`src/rtl/food_spawner_if.sv`:
```
// Bundle between the food spawner, the random source, the occupancy map and game state.
// Suffixes are relative to the spawner: _i flows into it, _o flows out of it.
interface food_spawner_if;
    logic [4:0] rand_i;
    logic       spawn_req_i;
    logic       occ_hit_i;
    logic       busy_o;
    logic       occ_valid_o;
    logic [4:0] occ_x_o;
    logic [4:0] occ_y_o;
    logic [4:0] food_x_o;
    logic [4:0] food_y_o;
    logic       food_valid_o;
    logic       fail_o;

    // Handshake: occ_valid_o is a one-cycle query strobe with occ_x_o/occ_y_o stable
    // alongside it; the responder holds occ_hit_i valid for the whole following cycle.
    modport slave (
        input  rand_i, spawn_req_i, occ_hit_i,
        output busy_o, occ_valid_o, occ_x_o, occ_y_o,
        output food_x_o, food_y_o, food_valid_o, fail_o
    );

    modport master (
        output rand_i, spawn_req_i, occ_hit_i,
        input  busy_o, occ_valid_o, occ_x_o, occ_y_o,
        input  food_x_o, food_y_o, food_valid_o, fail_o
    );
endinterface

```
`src/rtl/food_spawner.sv`:
```
// Places food on a free grid cell: random candidates first, then a raster scan fallback.
// state_dbg_o exposes the FSM encoding (IDLE=0 .. SCAN_W=6).
module food_spawner #(
    parameter int GRID_W    = 32,
    parameter int GRID_H    = 24,
    parameter int MAX_TRIES = 15
) (
    input  logic                 clk,
    input  logic                 reset,
    food_spawner_if.slave        fs,
    output logic [2:0]           state_dbg_o
);

    typedef enum logic [2:0] {
        IDLE   = 3'd0,
        GET_X  = 3'd1,
        GET_Y  = 3'd2,
        QUERY  = 3'd3,
        WAIT   = 3'd4,
        SCAN_Q = 3'd5,
        SCAN_W = 3'd6
    } state_e;

    localparam logic [5:0] GW        = 6'(GRID_W);
    localparam logic [5:0] GH        = 6'(GRID_H);
    localparam logic [4:0] X_LAST    = 5'(GRID_W - 1);
    localparam logic [4:0] Y_LAST    = 5'(GRID_H - 1);
    localparam logic [3:0] TRY_LIMIT = 4'(MAX_TRIES);

    state_e     state_q, state_d;
    logic [3:0] tries_q, tries_d;
    logic [4:0] cand_x_q, cand_x_d;
    logic [4:0] occ_x_q, occ_x_d;
    logic [4:0] occ_y_q, occ_y_d;
    logic [4:0] food_x_q, food_x_d;
    logic [4:0] food_y_q, food_y_d;
    logic       food_valid_q, food_valid_d;
    logic       fail_q, fail_d;
    logic       reject;
    logic [3:0] tries_inc;

    assign tries_inc = tries_q + 4'd1;

    // occ_x_q/occ_y_q double as the scan position, so the query port always shows registers.
    always_comb begin
        state_d      = state_q;
        tries_d      = tries_q;
        cand_x_d     = cand_x_q;
        occ_x_d      = occ_x_q;
        occ_y_d      = occ_y_q;
        food_x_d     = food_x_q;
        food_y_d     = food_y_q;
        food_valid_d = 1'b0;
        fail_d       = 1'b0;
        reject       = 1'b0;

        case (state_q)
            IDLE: begin
                if (fs.spawn_req_i) begin
                    tries_d = 4'd0;
                    state_d = GET_X;
                end
            end
            GET_X: begin
                cand_x_d = fs.rand_i;
                state_d  = GET_Y;
            end
            GET_Y: begin
                if (({1'b0, cand_x_q} >= GW) || ({1'b0, fs.rand_i} >= GH)) begin
                    reject = 1'b1;
                end else begin
                    occ_x_d = cand_x_q;
                    occ_y_d = fs.rand_i;
                    state_d = QUERY;
                end
            end
            QUERY: state_d = WAIT;
            WAIT: begin
                if (!fs.occ_hit_i) begin
                    food_x_d     = occ_x_q;
                    food_y_d     = occ_y_q;
                    food_valid_d = 1'b1;
                    state_d      = IDLE;
                end else begin
                    reject = 1'b1;
                end
            end
            SCAN_Q: state_d = SCAN_W;
            SCAN_W: begin
                if (!fs.occ_hit_i) begin
                    food_x_d     = occ_x_q;
                    food_y_d     = occ_y_q;
                    food_valid_d = 1'b1;
                    state_d      = IDLE;
                end else if (occ_x_q == X_LAST && occ_y_q == Y_LAST) begin
                    fail_d  = 1'b1;
                    state_d = IDLE;
                end else if (occ_x_q == X_LAST) begin
                    occ_x_d = 5'd0;
                    occ_y_d = occ_y_q + 5'd1;
                    state_d = SCAN_Q;
                end else begin
                    occ_x_d = occ_x_q + 5'd1;
                    state_d = SCAN_Q;
                end
            end
            default: state_d = IDLE;
        endcase

        // Range rejects and occupancy hits share one retry budget.
        if (reject) begin
            tries_d = tries_inc;
            if (tries_inc == TRY_LIMIT) begin
                occ_x_d = 5'd0;
                occ_y_d = 5'd0;
                state_d = SCAN_Q;
            end else begin
                state_d = GET_X;
            end
        end
    end

    always_ff @(posedge clk) begin
        if (reset) begin
            state_q      <= IDLE;
            tries_q      <= 4'd0;
            cand_x_q     <= 5'd0;
            occ_x_q      <= 5'd0;
            occ_y_q      <= 5'd0;
            food_x_q     <= 5'd0;
            food_y_q     <= 5'd0;
            food_valid_q <= 1'b0;
            fail_q       <= 1'b0;
        end else begin
            state_q      <= state_d;
            tries_q      <= tries_d;
            cand_x_q     <= cand_x_d;
            occ_x_q      <= occ_x_d;
            occ_y_q      <= occ_y_d;
            food_x_q     <= food_x_d;
            food_y_q     <= food_y_d;
            food_valid_q <= food_valid_d;
            fail_q       <= fail_d;
        end
    end

    assign fs.busy_o       = (state_q != IDLE);
    assign fs.occ_valid_o  = (state_q == QUERY) || (state_q == SCAN_Q);
    assign fs.occ_x_o      = occ_x_q;
    assign fs.occ_y_o      = occ_y_q;
    assign fs.food_x_o     = food_x_q;
    assign fs.food_y_o     = food_y_q;
    assign fs.food_valid_o = food_valid_q;
    assign fs.fail_o       = fail_q;
    assign state_dbg_o     = state_q;

endmodule
```
`src/flat_wrapper.sv`:
```
// flat-port wrapper written by rule: the top's interface ports become plain ports
module food_spawner_flat 
#(
    parameter int GRID_W    = 32,
    parameter int GRID_H    = 24,
    parameter int MAX_TRIES = 15
)
  (clk, reset, state_dbg_o, fs_rand_i, fs_spawn_req_i, fs_occ_hit_i, fs_busy_o, fs_occ_valid_o, fs_occ_x_o, fs_occ_y_o, fs_food_x_o, fs_food_y_o, fs_food_valid_o, fs_fail_o);
  food_spawner_if fs_i ();
  input  logic clk;
  input  logic reset;
  output logic [2:0] state_dbg_o;
  input wire logic [$bits(fs_i.rand_i)-1:0] fs_rand_i;
  input wire logic [$bits(fs_i.spawn_req_i)-1:0] fs_spawn_req_i;
  input wire logic [$bits(fs_i.occ_hit_i)-1:0] fs_occ_hit_i;
  output wire logic [$bits(fs_i.busy_o)-1:0] fs_busy_o;
  output wire logic [$bits(fs_i.occ_valid_o)-1:0] fs_occ_valid_o;
  output wire logic [$bits(fs_i.occ_x_o)-1:0] fs_occ_x_o;
  output wire logic [$bits(fs_i.occ_y_o)-1:0] fs_occ_y_o;
  output wire logic [$bits(fs_i.food_x_o)-1:0] fs_food_x_o;
  output wire logic [$bits(fs_i.food_y_o)-1:0] fs_food_y_o;
  output wire logic [$bits(fs_i.food_valid_o)-1:0] fs_food_valid_o;
  output wire logic [$bits(fs_i.fail_o)-1:0] fs_fail_o;
  assign fs_i.rand_i = fs_rand_i;
  assign fs_i.spawn_req_i = fs_spawn_req_i;
  assign fs_i.occ_hit_i = fs_occ_hit_i;
  assign fs_busy_o = fs_i.busy_o;
  assign fs_occ_valid_o = fs_i.occ_valid_o;
  assign fs_occ_x_o = fs_i.occ_x_o;
  assign fs_occ_y_o = fs_i.occ_y_o;
  assign fs_food_x_o = fs_i.food_x_o;
  assign fs_food_y_o = fs_i.food_y_o;
  assign fs_food_valid_o = fs_i.food_valid_o;
  assign fs_fail_o = fs_i.fail_o;
  food_spawner #(.GRID_W(GRID_W), .GRID_H(GRID_H), .MAX_TRIES(MAX_TRIES)) u_core (.clk(clk), .reset(reset), .fs(fs_i), .state_dbg_o(state_dbg_o));
endmodule
```
`config.mk`:
```
export PLATFORM = sky130hd
export DESIGN_NAME = food_spawner_flat
export DESIGN_NICKNAME = d
export VERILOG_FILES = /design/src/rtl/food_spawner_if.sv /design/src/rtl/food_spawner.sv /design/src/flat_wrapper.sv
export SDC_FILE = /design/constraint.sdc
export NUM_CORES = 1
export LEC_CHECK = 0
export BUFFER_PORTS_ARGS = -buffer_cell sky130_fd_sc_hd__buf_2
export CORE_ASPECT_RATIO = 2
export CORE_UTILIZATION = 54
export DETAILED_ROUTE_END_ITERATION = 12
export PLACE_DENSITY = 0.78
export REMOVE_ABC_BUFFERS = 1
export SLEW_MARGIN = 20
export SYNTH_ARGS = -nofsm -noshare
export SYNTH_HDL_FRONTEND = slang
export SYNTH_SLANG_ARGS = --single-unit
export TNS_END_PERCENT = 1
```
`constraint.sdc`:
```
create_clock -name clk -period 2.75 [get_ports clk]
set_clock_uncertainty 0.2 [all_clocks]
set_input_delay 0.4125 -clock clk [delete_from_list [all_inputs] [get_ports clk]]
set_output_delay 0.4125 -clock clk [all_outputs]
set_load 0.02 [all_outputs]
```
Word level (Yosys, flattened, before mapping):

Cells that the tools add are included.

* add/sub/neg operators: 3
* magnitude comparators: 1
* eq/ne operators: 12
* muxes and demuxes: 30
* bitwise logic cells: 3
* reductions and logical operators: 12

Operator list (count)
* $mux W5: 12
* $mux W3: 7
* $pmux W3 S7: 1
* $pmux W5 S2: 2
* $mux W4: 3
* $add A5 B1 Y5 const B: 2
* $eq A5 B5 Y1 const B: 2
* $eq A3 B3 Y1 const B: 3
* $ne A3 B2 Y1 const B: 3
* $eq A3 B2 Y1 const B: 2
* $ge A5 B5 Y1 const B: 1
* $add A4 B1 Y4 const B: 1
* $eq A4 B4 Y1 const B: 1
* $mux W1: 4
* $reduce_and A2 Y1: 2
* $reduce_bool A2 Y1: 2
* $reduce_or A2 Y1: 2
* $eq A3 B1 Y1 const B: 1
* $logic_not A3 Y1: 1
* $not A1 Y1: 3
* $reduce_and A3 Y1: 1
* $reduce_bool A3 Y1: 1
* $reduce_or A3 Y1: 1
* $pmux W1 S2: 1
* 2 further kinds: 2

* register bits after elaboration: 34
* bits of input ports: 9

Longest topological paths before layout:

Gate-level depths: netlist of the first run.

* depth after elaboration: 7
* mapped depth: 7
* mapped depth without buffers: 7

Least setup slack after synthesis of the first run:

OpenSTA, ideal clock, no wires.

* path type: register to register
* start: register u_core.occ_x_q[0] (netlist: u_core.fs.occ_x_o[0])
* end: register u_core.occ_y_q[3] (netlist: u_core.fs.occ_y_o[3])
* setup time: 0.066 ns
* arrival: 1.910 ns
* required time: 2.484 ns
* slack: 0.574 ns
* stages on the path, launching flop included: 8
* cell sequence: dfxtp_1 ha_1 and3_1 ha_1 nand2_1 or3_1 a221o_1 a21oi_2

* longest elaborated chain between the ends: 7
* elaborated cells between the ends (all ways): 8
* those cells by class: 1 x eq/ne; 6 x mux; 1 x reduce/logical

Ends and longest elaborated chain
* start: declaration: line food_spawner.sv:33 `logic [4:0] occ_x_q, occ_x_d;`
* start signal: assignment: line food_spawner.sv:128 `occ_x_q <= 5'd0;`
* start signal: assignment: line food_spawner.sv:138 `occ_x_q <= occ_x_d;`
* $eq A5 B5 Y1 (*): line food_spawner.sv:95, food_spawner.sv:98
* $mux W5 / $logic_and A1 B1 Y1 (equally long branches): line food_spawner.sv:98, food_spawner.sv:95
* $mux W5 (*): line food_spawner.sv:95 `end else if (occ_x_q == X_LAST && occ_y_q == Y_LAST) begin`
* $mux W5 (*): line food_spawner.sv:90 `if (!fs.occ_hit_i) begin`
* $pmux W5 S2 (*): line food_spawner.sv:57 `case (state_q)`
* $mux W5: line food_spawner.sv:113 `if (tries_inc == TRY_LIMIT) begin`
* $mux W5 (*): line food_spawner.sv:111 `if (reject) begin`
* end signal: assignment: line food_spawner.sv:139 `occ_y_q <= occ_y_d;`
* end: declaration: line food_spawner.sv:34 `logic [4:0] occ_y_q, occ_y_d;`

Mark *: on every way between the ends. The rest lies on a longest branch, timed or not.
A chain may end at the register's enable or synchronous reset.

Final worst setup path of the first run:

* start: register u_core.occ_x_q[0] (netlist: u_core.fs.occ_x_o[0])
* end: register u_core.occ_x_q[0] (netlist: u_core.fs.occ_x_o[0])

* longest elaborated chain between the ends: 7
* elaborated cells between the ends (all ways): 10
* those cells by class: 1 x add/sub; 1 x eq/ne; 7 x mux; 1 x reduce/logical

Ends and longest elaborated chain (line)
* $add A5 B1 Y5 / $eq A5 B5 Y1 (equally long branches): food_spawner.sv:103, food_spawner.sv:95, food_spawner.sv:98
* $mux W5 / $logic_and A1 B1 Y1 (equally long branches): food_spawner.sv:98, food_spawner.sv:95
* $mux W5: food_spawner.sv:95
* $mux W5: food_spawner.sv:90
* $pmux W5 S2 (*): food_spawner.sv:57
* $mux W5: food_spawner.sv:113
* $mux W5 (*): food_spawner.sv:111

Marks and branches as above.

==> results of run 1 <==
## metal layers
layer / global-route usage / up-vias / share of wire
met2: 0.438 / 59 / 0.52
met4: 0.145 / 0 / 0.046
met5: 0 / - / 0
met3: 0.0628 / 18 / 0.047
li1: - / 786 / -
met1: 0.259 / 772 / 0.39
## worst reg2reg max path, delay by kind of cell (launching register included)
| family | cells | cell delay, ns |
|---|---|---|
| AND/OR/NAND/NOR | 2 | 0.35 |
| buffers and inverters | 1 | 0.11 |
| flip-flops | 1 | 0.45 |
| AO/OA/AOI/OAI | 2 | 0.63 |
| adder cells (fa/ha/maj) | 2 | 0.46 |
## flip-flops by register name (all words and copies together) (netlist names)
name	count
u_core.cand_x_q	5
u_core.fs.fail_o	1
u_core.fs.food_valid_o	1
u_core.fs.food_x_o	5
u_core.fs.food_y_o	5
u_core.fs.occ_x_o	5
u_core.fs.occ_y_o	5
u_core.state_dbg_o	3
u_core.tries_q	4
## worst paths after layout
path / startpoint / endpoint / cells past startpoint
max: u_core.fs.occ_x_o[0] / u_core.fs.occ_x_o[0] / 7
max reg2reg: u_core.fs.occ_x_o[0] / u_core.fs.occ_x_o[0] / 7
min reg2reg: u_core.fs.food_y_o[4] / u_core.fs.food_y_o[4] / 2
min: fs_rand_i[1] / u_core.cand_x_q[1] / 3
## cell usage in the layout (no fill, tap or decap), types with 3 or more instances in the layout
cell type / synthesis / layout
buf_2: 4 / 35
dfxtp_1: 34 / 34
nor2_1: 20 / 20
mux2i_1: 17 / 17
nand2_1: 12 / 12
o21ai_0: 8 / 8
nand3_1: 8 / 8
inv_1: 7 / 7
a21oi_1: 7 / 7
ha_1: 6 / 6
a31oi_1: 5 / 5
clkbuf_8: 0 / 5
buf_4: 3 / 5
and3_1: 4 / 4
a22oi_1: 4 / 4
nor2b_1: 4 / 4
or3_1: 3 / 3
o211ai_1: 3 / 3
## cell type report
class,count,area [µm²]
tap,31,38.8
inverter,7,26.3
fill,307,1130
multi-input combinational,144,1020
timing repair buffer,40,213
clock buffer,7,76.3
sequential,34,681
## power by group through the flow
stage | logic [W] | clock network [W] | registers [W]
after detailed placement | 0.000128 | 0 | 0.000541
after global placement | 0.000126 | 0 | 0.000542
after CTS | 0.000128 | 0.000344 | 0.000531
after global routing | 0.000138 | 0.000362 | 0.000534
after floorplan | 0.0000724 | 0 | 0.000547
final | 0.000128 | 0.000338 | 0.000531
## cell families after synthesis
kind of cell,count (synthesis),share of synthesized area
mux,18,0.101
fa+ha+maj,6,0.0416
buf+inv,18,0.0548
simple gates,71,0.226
compound gates,47,0.190
xor+xnor,2,0.00972
flops,34,0.378
## synth_stat cells (3+ instances only)
library cell  count  area share
o211ai_1          3       0.012
buf_4             3       0.012
a31oi_1           5       0.017
a21oi_1           7       0.019
a22oi_1           4       0.017
nor2_1           20       0.042
nand2_1          12       0.025
ha_1              6       0.042
or3_1             3       0.010
nand3_1           8       0.022
nor2b_1           4       0.014
inv_1             7       0.015
dfxtp_1          34        0.38
o21ai_0           8       0.022
mux2i_1          17       0.094
and3_1            4       0.014
buf_2             4       0.011
## through the flow
| step | instances | utilization | total power, W | instance area, µm² | hold WS (ns) |
|---|---|---|---|---|---|
| 2_1_floorplan | 185 | - | 0.000619 | 1730 | 0.244 |
| 3_3_place_gp | 256 | 0.621 | 0.000668 | 1980 | 0.268 |
| 3_5_place_dp | 256 | 0.621 | 0.000669 | 1980 | 0.278 |
| 4_1_cts | 263 | 0.645 | 0.00100 | 2060 | 0.193 |
| 5_1_grt | 263 | 0.645 | 0.00103 | 2060 | 0.205 |
| 6_report | 263 | 0.645 | 0.000997 | 2060 | 0.194 |
==> results.json, run 1 <==
{
  "cp_slowest_cell": "dfxtp_1",
  "critical_path_buf_inv_count": 1,
  "synth_seq_cells": 34,
  "post_drt_wl_per_cell_um": 16.2,
  "period_needed_ns": 2.28,
  "status": "completed",
  "synth-async-reset-ratio": 0,
  "place.gp.congestion": 0.828,
  "ios": 36,
  "p_switching_w": 0.000265,
  "crit_family": "compound AO/OA/AOI/OAI gates",
  "hold_viol": 0,
  "clk_latency_ns": 0.28,
  "clkSlewWorstSetupHoldPaths_ns": 0.06,
  "max-vdd-ir-drop_v": 0.000387,
  "synth-edff-count": 0,
  "ff2ff_setup_slack_ns": 0.47,
  "cp_cell_sequence": "ha_1, and3_1, ha_1, inv_1, o21ai_0, nand3_1, a31oi_1",
  "netlist_instances": 196,
  "io_buffer_count": 35,
  "slew_violations": 0,
  "antenna_found_initial": 0,
  "vias_per_cell": 6.22,
  "firstDrtPassIters": 4,
  "die-area_um2": 3590,
  "antenna_left": 0,
  "antennaDiodeCount": 0,
  "ctsResizeCount": 0,
  "drive_gt1_frac": 0.250,
  "relSlewSlack": 0.575,
  "grt_usage": 0.252,
  "grt_max_degree": 14,
  "synth_warnings": 0,
  "vias": 1635,
  "cap_violations": 0,
  "grt_pass1_wl_um": 7010,
  "cp-start-kind": "flop",
  "cts_tree": "built",
  "max_freq_mhz": 439,
  "wirelength_um": 4270,
  "cts_max_path_buffers": 2,
  "path_max_fanout": 7,
  "synthToLayoutAreaGrowth_pct": 14.2,
  "netSwitchingFraction": 0.266,
  "cp.required_ns": 2.75,
  "die_y_um": 83.7,
  "dp_hpwl_um": 3230,
  "syn_area_um2": 1800,
  "chipWidth_um": 42.9,
  "rsz0062_at_grt": "false",
  "grt-ovfl-total": 0,
  "route.detailed.drc": 0,
  "p_per_area_nw_per_um2": 485,
  "synthDistinctLibCells": 52,
  "final.setup.tns_ns": 0,
  "setup_slack_ns": 0.472,
  "pre_cts_ws_ns": 0.523,
  "setup_viol": 0,
  "core-area_um2": 3190,
  "seqPwrFrac": 0.533,
  "power.leakage_nw": 0.873,
  "clock-sinks": 34,
  "p_clk_frac": 0.339,
  "synth_area_per_cell_um2": 9.20,
  "start_util": 0.565,
  "worstPathArrival_ns": 2.28,
  "clockRootBuffer": "clkbuf_8",
  "row_count": 29,
  "hold_path_class": "in2reg",
  "synth_seq_area_share": 0.378,
  "end_kind": "flop",
  "h-tree-depth": 2,
  "min_period_over_period": 0.828,
  "cts_buffers": 5,
  "path_common_cell": "ha_1",
  "pwr-share-comb": 0.129,
  "postCtsSetupRepairBufs": 0,
  "synthFlopType": "dfxtp_1",
  "worst_path_largest_cell_delay_ns": 0.45,
  "intPower_w": 0.000732,
  "drtIter0Drc": 46,
  "grt_pass1_vias": 1547,
  "crit_type": "reg2reg",
  "fin_nets": 247,
  "cts_hold_buf": 0,
  "worst_slew_pin_slew_ns": 0.632
}
Power figures use the tool's default switching activity.
==> run 2, diff against run 1 <==
- ABC_AREA: default -> 1
- clock period: 2.75 -> 2.1 ns (I/O delays scaled with it)
==> results.json, run 2 <==
{
  "synthToLayoutAreaGrowth_pct": 17.7,
  "power.leakage_nw": 0.994,
  "syn_area_um2": 1790,
  "start_util": 0.567,
  "antennaDiodeCount": 0,
  "cap_violations": 0,
  "netSwitchingFraction": 0.337,
  "synthAdderAreaFrac": 0.0420,
  "pre_cts_ws_ns": 0.153,
  "clk_latency_ns": 0.29,
  "final_cell_mix": "nand2_1, inv_1, a21oi_1, buf_2, dfxtp_1",
  "crit_type": "reg2reg",
  "end_kind": "flop",
  "max_freq_mhz": 525,
  "drtIter0Drc": 55,
  "design_area_um2": 2110,
  "clockRootBuffer": "clkbuf_8",
  "synth-edff-count": 0,
  "status": "completed",
  "synth_top_family_by_area": "simple AND/OR/NAND/NOR gates",
  "antenna_left": 0,
  "post_dp_cell_area_um2": 1990,
  "synthFlopType": "dfxtp_1",
  "final.setup.tns_ns": 0,
  "synthDistinctLibCells": 28,
  "setup_slack_ns": 0.195,
  "firstDrtPassIters": 4,
  "die_y_um": 83.4,
  "row_count": 29,
  "worstPathArrival_ns": 1.93,
  "pwr-share-comb": 0.237,
  "chipWidth_um": 42.7,
  "p_switching_w": 0.000555,
  "slew_violations": 0,
  "hold_path_class": "in2reg",
  "rsz0062_at_grt": "false",
  "worst_slew_pin_slew_ns": 0.383,
  "cp-start-kind": "flop",
  "cts_tree": "built",
  "dp_hpwl_um": 3370,
  "max-vdd-ir-drop_v": 0.000744,
  "synth_seq_cells": 34,
  "synthXorXnorAreaFrac": 0.0196,
  "yosysTopAreaCell": "dfxtp_1",
  "cp.required_ns": 2.12,
  "fillers": 325,
  "synthMuxAreaShare": 0,
  "synth-compound-area-share": 0.185,
  "fin_nets": 319,
  "die-area_um2": 3560,
  "clkSlewWorstSetupHoldPaths_ns": 0.07,
  "grt_max_degree": 17,
  "relSlewSlack": 0.742,
  "core-area_um2": 3160,
  "synth-async-reset-ratio": 0,
  "synth_area_per_cell_um2": 6.80,
  "setup_viol": 0,
  "post_drt_wl_per_cell_um": 13.2,
  "cts_buffers": 5,
  "grt_usage": 0.261,
  "cts_max_path_buffers": 2,
  "path_max_fanout": 7,
  "yosys.area_share.simple": 0.257,
  "place.gp.congestion": 0.993,
  "intPower_w": 0.00109,
  "antenna_found_initial": 0,
  "seqPwrFrac": 0.460,
  "io_buffer_count": 35,
  "yosysMostFrequentCell": "nand2_1",
  "layout_commonest_cell": "nand2_1",
  "vias": 1837,
  "netlist_instances": 263,
  "synth_common_cells": "nand2_1, inv_1, a21oi_1",
  "clock-sinks": 34,
  "synth_warnings": 0,
  "hold_viol": 0,
  "grt_pass1_vias": 1642,
  "wirelength_um": 4450,
  "vias_per_cell": 5.47,
  "p_per_area_nw_per_um2": 782,
  "grt-ovfl-total": 0,
  "synth.area.top_cells": "dfxtp_1, a21oi_1, nand2_1, inv_1, o21ai_0",
  "h-tree-depth": 2,
  "p_clk_frac": 0.303,
  "synth_seq_area_share": 0.380,
  "yosysTopAreaCellShare": 0.380,
  "route.detailed.drc": 0,
  "grt_pass1_wl_um": 7050,
  "drive_gt1_frac": 0.210,
  "period_needed_ns": 1.90,
  "min_period_over_period": 0.907,
  "ios": 36
}
-- run 2: changes by cell type after synthesis, sizes merged, moves of 11 or more --
| cell | previous run | this run |
|---|---|---|
| nand3 | 9 | 20 |
| inv | 7 | 44 |
| o21ai | 9 | 25 |
| a21oi | 9 | 36 |
| mux2i | 17 | 0 |
| nand2 | 12 | 47 |
-- run 2: path summary, 6_finish.rpt --
check	to	depth (start not counted)	start	slack (ns)
setup / recovery	u_core.fs.occ_x_o[4]	10	u_core.fs.occ_x_o[1]	0.20
hold / removal	u_core.state_dbg_o[2]	2	reset	0.11
setup reg to reg	u_core.fs.occ_x_o[4]	10	u_core.fs.occ_x_o[1]	0.20
hold reg to reg	u_core.fs.food_x_o[4]	2	u_core.fs.food_x_o[4]	0.24
-- run 2: area by class of cell --
type / count / area [µm²] / share of cell area
sequential: 34 / 683 / 0.324
clock inverter: 1 / 5.00 / 0.00238
inverter: 45 / 170 / 0.0808
clock buffer: 7 / 86.3 / 0.0410
tap: 31 / 38.8 / 0.0184
multi-input combinational: 177 / 902 / 0.428
timing repair buffer: 41 / 220 / 0.105
-- run 2: routing by layer --
metal | vias to the layer above | part of all wire | track usage
met1 | 823 | 0.36 | 0.243
li1 | 931 | - | -
met2 | 63 | 0.54 | 0.472
met3 | 20 | 0.042 | 0.0522
met4 | 0 | 0.056 | 0.179
met5 | - | 0 | 0
-- run 2: critical path: stages, from the launching register on --
cell     delay [ns]
dfxtp_2        0.37
ha_1           0.18
nand2_1        0.07
nor2_1         0.16
ha_1           0.23
nand3_2        0.17
nand3_1        0.13
nand2_1        0.09
nor2_1         0.10
nor2_1         0.04
nor2_1         0.08
-- run 2: what timing repair did --
item                       4_1_cts  5_1_grt
hold buffers                     0        0
gates resized for setup          0        3
setup buffers                    0        2
setup endpoints to repair        0        5
hold endpoints to repair         0        0
-- run 2: logic make-up after synthesis --
family | after synthesis
buffers and inverters | 52
flip-flops | 34
adder cells (fa/ha/maj) | 6
AND/OR/NAND/NOR | 103
AO/OA/AOI/OAI | 64
XOR/XNOR | 4
-- run 2: power by group through the flow --
stage	Combinational, W	Sequential, W	Clock [W]
global route	0.000430	0.000766	0.000527
global placement	0.000384	0.000768	0
CTS	0.000388	0.000756	0.000503
finish	0.000390	0.000757	0.000499
floorplan	0.000228	0.000799	0
detailed placement	0.000386	0.000770	0
-- run 2: through the flow --
step	power [W]	cells	util	hold WS, ns
final	0.00165	336	0.667	0.111
after CTS	0.00165	334	0.661	0.112
after floorplan	0.00103	256	-	0.184
after global routing	0.00172	336	0.667	0.114
after detailed placement	0.00116	326	0.632	0.232
after global placement	0.00115	326	0.632	0.228
